--- config.mk ---
export PLATFORM = sky130hd
export DESIGN_NAME = fp_alu_sched
export DESIGN_NICKNAME = d
export VERILOG_FILES = /design/src/rtl/fp_alu_sched_pkg.sv /design/src/rtl/fp_alu_sched_rr_pick.sv /design/src/rtl/fp_alu_sched.sv
export SDC_FILE = /design/constraint.sdc
export NUM_CORES = 1
export LEC_CHECK = 0
export CAP_MARGIN = 20
export CORE_MARGIN = 1.5
export CORE_UTILIZATION = 35
export CTS_CLUSTER_DIAMETER = 60
export DETAILED_ROUTE_END_ITERATION = 7
export GPL_TIMING_DRIVEN = 0
export PLACE_DENSITY = 0.71
export REMOVE_ABC_BUFFERS = 1
export SKIP_CTS_REPAIR_TIMING = 1
export SYNTH_ARGS = -nofsm -noshare
export SYNTH_HDL_FRONTEND = slang
export SYNTH_SLANG_ARGS = --single-unit
--- constraint.sdc ---
create_clock -name clk -period 6.3 [get_ports clk]
set_input_delay 0.63 -clock clk [delete_from_list [all_inputs] [get_ports clk]]
set_output_delay 0.63 -clock clk [all_outputs]
set_load 0.02 [all_outputs]
--- src/rtl/fp_alu_sched_pkg.sv ---
// Shared definitions for the half-precision ALU scheduler: opcodes, the NaN
// returned on a watchdog abort, and the scheduler FSM states.
package ALUparams;

  typedef enum logic [2:0] {
    ADD = 3'd0,
    SUB = 3'd1,
    MUL = 3'd2,
    DIV = 3'd3,
    CMP = 3'd4,
    MIN = 3'd5,
    MAX = 3'd6,
    CVT = 3'd7
  } alu_op_t;

  localparam logic [15:0] NaN = 16'h7E00;

  typedef enum logic [1:0] {
    IDLE  = 2'd0,
    ISSUE = 2'd1,
    WAIT  = 2'd2,
    RESP  = 2'd3
  } sched_state_t;

endpackage

--- src/rtl/fp_alu_sched_rr_pick.sv ---
// Round-robin picker: rotates the request vector so the search starts just
// after the last grant, then takes the lowest set bit.
module rr_pick #(
  parameter int N_REQ = 4
) (
  input  logic [N_REQ-1:0]         req,
  input  logic [$clog2(N_REQ)-1:0] ptr,
  output logic [N_REQ-1:0]         gnt,
  output logic [$clog2(N_REQ)-1:0] gnt_idx
);

  localparam int PW = $clog2(N_REQ);

  logic [N_REQ-1:0] rot;
  int               start_i;
  logic             found;

  always_comb begin
    start_i = (int'(ptr) == N_REQ - 1) ? 0 : int'(ptr) + 1;
    // Doubling the vector lets a plain right shift act as a rotate.
    rot     = N_REQ'({req, req} >> start_i);
    gnt     = '0;
    gnt_idx = '0;
    found   = 1'b0;
    for (int j = 0; j < N_REQ; j++) begin
      if (!found && rot[j]) begin
        found   = 1'b1;
        gnt_idx = PW'((start_i + j) % N_REQ);
        gnt     = N_REQ'(1) << ((start_i + j) % N_REQ);
      end
    end
  end

endmodule

--- src/rtl/fp_alu_sched.sv ---
// Shares one fp_alu among N_REQ requesters: round-robin grant, operand latch,
// single-cycle start, watchdog-guarded wait and a one-hot done pulse.
module fp_alu_sched
  import ALUparams::*;
#(
  parameter int N_REQ   = 4,
  parameter int TIMEOUT = 64
) (
  input  logic                  clk,
  input  logic                  rst,
  input  logic [N_REQ-1:0]      req,
  input  logic [3*N_REQ-1:0]    req_op,
  input  logic [16*N_REQ-1:0]   req_a,
  input  logic [16*N_REQ-1:0]   req_b,
  output logic [N_REQ-1:0]      done,
  output logic [15:0]           result,
  output logic                  err,
  output logic                  busy,
  output logic                  alu_sop,
  output logic [2:0]            alu_op,
  output logic [15:0]           alu_a,
  output logic [15:0]           alu_b,
  input  logic                  alu_rdy,
  input  logic [15:0]           alu_result
);

  localparam int PW = $clog2(N_REQ);
  localparam int CW = $clog2(TIMEOUT);

  sched_state_t    state_q, state_d;
  logic [PW-1:0]   ptr_q, ptr_d;
  logic [PW-1:0]   win_q, win_d;
  logic [2:0]      op_q, op_d;
  logic [15:0]     a_q, a_d;
  logic [15:0]     b_q, b_d;
  logic [15:0]     result_q, result_d;
  logic [CW-1:0]   cnt_q, cnt_d;
  logic            err_q, err_d;
  logic            blank_q, blank_d;

  logic [N_REQ-1:0] gnt;
  logic [PW-1:0]    gnt_idx;

  rr_pick #(.N_REQ(N_REQ)) u_pick (
    .req     (req),
    .ptr     (ptr_q),
    .gnt     (gnt),
    .gnt_idx (gnt_idx)
  );

  always_comb begin
    state_d  = state_q;
    ptr_d    = ptr_q;
    win_d    = win_q;
    op_d     = op_q;
    a_d      = a_q;
    b_d      = b_q;
    result_d = result_q;
    cnt_d    = cnt_q;
    err_d    = err_q;
    blank_d  = blank_q;
    case (state_q)
      IDLE: begin
        if (|req) begin
          win_d = gnt_idx;
          ptr_d = gnt_idx;
          for (int i = 0; i < N_REQ; i++) begin
            if (gnt[i]) begin
              op_d = req_op[3*i +: 3];
              a_d  = req_a[16*i +: 16];
              b_d  = req_b[16*i +: 16];
            end
          end
          state_d = ISSUE;
        end
      end
      ISSUE: begin
        cnt_d   = '0;
        blank_d = 1'b1;
        state_d = WAIT;
      end
      WAIT: begin
        // The first WAIT cycle is blanked: rdy may still show the previous
        // result, and the watchdog only starts counting once rdy is trusted.
        blank_d = 1'b0;
        if (!blank_q) begin
          if (alu_rdy) begin
            result_d = alu_result;
            state_d  = RESP;
          end else if (cnt_q == CW'(TIMEOUT - 1)) begin
            result_d = NaN;
            err_d    = 1'b1;
            state_d  = RESP;
          end else begin
            cnt_d = cnt_q + CW'(1);
          end
        end
      end
      RESP: begin
        cnt_d   = '0;
        err_d   = 1'b0;
        state_d = IDLE;
      end
      default: state_d = IDLE;
    endcase
  end

  always_ff @(posedge clk or posedge rst) begin
    if (rst) begin
      state_q  <= IDLE;
      ptr_q    <= PW'(N_REQ - 1);
      win_q    <= '0;
      op_q     <= '0;
      a_q      <= '0;
      b_q      <= '0;
      result_q <= '0;
      cnt_q    <= '0;
      err_q    <= 1'b0;
      blank_q  <= 1'b0;
    end else begin
      state_q  <= state_d;
      ptr_q    <= ptr_d;
      win_q    <= win_d;
      op_q     <= op_d;
      a_q      <= a_d;
      b_q      <= b_d;
      result_q <= result_d;
      cnt_q    <= cnt_d;
      err_q    <= err_d;
      blank_q  <= blank_d;
    end
  end

  assign busy    = (state_q != IDLE);
  assign alu_sop = (state_q == ISSUE);
  assign alu_op  = op_q;
  assign alu_a   = a_q;
  assign alu_b   = b_q;
  assign result  = result_q;
  assign done    = (state_q == RESP) ? (N_REQ'(1) << win_q) : '0;
  assign err     = (state_q == RESP) && err_q;

endmodule

==> metrics <==
Setup Skew=4.33 ps; global route overflow=0; Clock Sinks=65; die width=112 um; DP HPWL=10.4 mm; GRT Total Usage=21.8%; final wirelength=13.7 mm; DR iter-0 viols=197; Worst-Margin Slew=813 ps; Clk pwr share=13.6%; share of the yosys chip area belonging to registers=39.3%; DR WL/cell=15.6 um; IR drop worst, VDD=0.290 mV; CTS buffer count=9; CP Capture Point=alu_a[15]; number of flops mapped to enable cells by yosys=0; CP arrival=4240 ps; Fmax achieved=247 MHz; Worst Setup SP=ptr_q[0]; setup_tns=0 ps; DRC violations left=0; Synth warnings=0; ANT cells=0; post-synth cell types=47; final instance area=6860 um^2; nets=902; Final ANT Viol Nets=0; DR vias=4527; Hold Path Class=flip-flop to flip-flop; commonest non-fill, non-tap cells in the layout=220 x clkdlybuf4s50_1, 137 x nand2_1, 96 x nor2_1, 63 x dfrtp_1, 41 x a31oi_1; setup violators final=0; clock slew at reported path FFs=60 ps; Hold Fails Final Rpt=0; CTS H-tree depth=3; Inst Count DP=858; initial core utilization=36.2%; crit path kind=flip-flop to flip-flop; register bit total from synthesis=65; Die ar.=12500 um^2; port bufs=220; register-to-register setup slack=2260 ps; Pint=0.00204 W; Tmin final=4040 ps; core area=11500 um^2; row count=39; maximum number of pins on one net before global-route repair=66; pwr/cell area=539 nW/um^2; area delta synth->final=65.3%; Synth Flop Type=dfrtp_1; I/O pin count=221; R2R depth=11; MaxCap Viol Count=0; CTS tree=built; Slew HR=45.8%; Comb power frac=66.7%; Clock Latency Late Sink=320 ps; Final Power=0.00370 W; placer's final routability congestion estimate=0.839; reported net switching power=0.00166 W; nature of the critical path startpoint=flip-flop; Reg2Reg Launch Point=ptr_q[0]; initial antenna violation count=0; drt via density=5.18; first-pass GRT wire length=22.1 mm; Max Slew Vio Count=0; RSZ-0062 raised after global routing=false; Clock Tree Root=clkbuf_16; status=completed; Worst R2R End=alu_a[15]; Hold Slack=465 ps; Post-synth ARST share=100%; CP max FO=29; switching part of the total=44.8%; placed cell area=6550 um^2; final cell count without fillers=874; Static Leak=2.84 nW; Bufs on Longest Clock Path=2; Synth Cell Area=4150 um^2; Cells after Synth=524; Die Ht=112 um; final worst-path cycle share=64.2%; number of global-route vias before repair=4587; Mapped Avg Cell Area=7.92 um^2; Pre-Repair DR Iteration Count=4; commonest non-fill, non-tap cell in the layout=clkdlybuf4s50_1; Worst Setup End Kind=flip-flop; layout cell share with drive strength beyond 1=5.20%; Worst EP required=6500 ps; part of the power in registers=19.7%
==> worst max-delay path, stage by stage, from the launching register on <==
cell	delay, ps
dfstp_2	610
ha_1	240
or2_1	390
mux4_2	620
a22o_1	250
mux2_2	290
a21oi_4	420
buf_16	240
a41oi_4	360
buf_16	320
nor2_1	110
a31oi_1	50
==> per-layer routing <==
layer  routed length (um)  GRT usage, %
met5                    0             0
met2                 7110          40.5
met3                  998          5.77
met4                   91          6.75
met1                 5450          24.1
==> state kept, by name, indices dropped and copies added (netlist names) <==
name,cells
alu_a,16
alu_b,16
alu_op,3
blank_q,1
cnt_q,6
err_q,1
ptr_q,2
result,16
state_q,2
win_q,2
==> metrics by stage <==
step / setup slack, ps / util [%]
floorplan: 649 / -
global placement: -1430 / 55.4
detailed placement: 2110 / 57.2
CTS: 2250 / 59.8
global route: 1960 / 59.8
finish: 2260 / 59.8
==> logic make-up (layout without fill, tap and decap cells) <==
logic type / count (synthesis) / count (layout) / share of synthesized area [%]
AO/OA/AOI/OAI: 111 / 111 / 20.7
XOR/XNOR: 5 / 5 / 1.06
adder cells (fa/ha/maj): 13 / 13 / 3.92
buffers and inverters: 52 / 259 / 5.58
flip-flops: 65 / 65 / 39.3
multiplexers: 11 / 11 / 3.68
AND/OR/NAND/NOR: 267 / 267 / 25.8
==> area by class of cell <==
cell class                 count  area (um^2)
multi-input combinational    407         2310
clock buffer                   9          225
clock inverter                 7         77.6
tap                          143          179
sequential                    65         1630
inverter                      16         62.6
fill                        1013         4610
timing repair buffer         227         2370
==> how the worst min path moves through the flow <==
stage | startpoint | endpoint | slack, ps | cells after the start
floorplan | err_q | err_q | 440 | 2
global placement | result[15] | result[15] | 450 | 2
detailed placement | result[15] | result[15] | 460 | 2
CTS | result[15] | result[15] | 470 | 2
global route | result[15] | result[15] | 480 | 2
finish | result[15] | result[15] | 470 | 2
==> Yosys cell counts, drive strengths merged (2+ instances only) <==
cell	count	area [um^2]
dfstp	2	52.6
clkbuf	29	109
mux2	4	45.0
o21ai	8	43.8
xnor2	2	17.5
a2bb2oi	2	17.5
a22o	2	17.5
nand2	137	514
nor3	2	10.0
inv	16	60.1
a211oi	2	15.0
nor2b	7	43.8
and3	3	18.8
mux4	2	45.0
mux2i	5	62.6
or2	2	12.5
buf	7	62.6
ha	13	163
nor2	96	360
a311o	35	350
xor2	3	26.3
nand3	14	70.1
dfrtp	63	1580
a22oi	4	30.0
a21o	4	30.0
a21oi	7	46.3
a31oi	41	257
==> power by group through the flow <==
stage | Sequential, W | Combinational [W] | Clock (W)
after floorplan | 0.000909 | 0.00129 | 0
after global placement | 0.000729 | 0.00227 | 0
after detailed placement | 0.000735 | 0.00247 | 0
after CTS | 0.000729 | 0.00248 | 0.000517
after global routing | 0.000753 | 0.00268 | 0.000535
final | 0.000728 | 0.00246 | 0.000504
No activity file was read; power rests on OpenSTA's default activity.
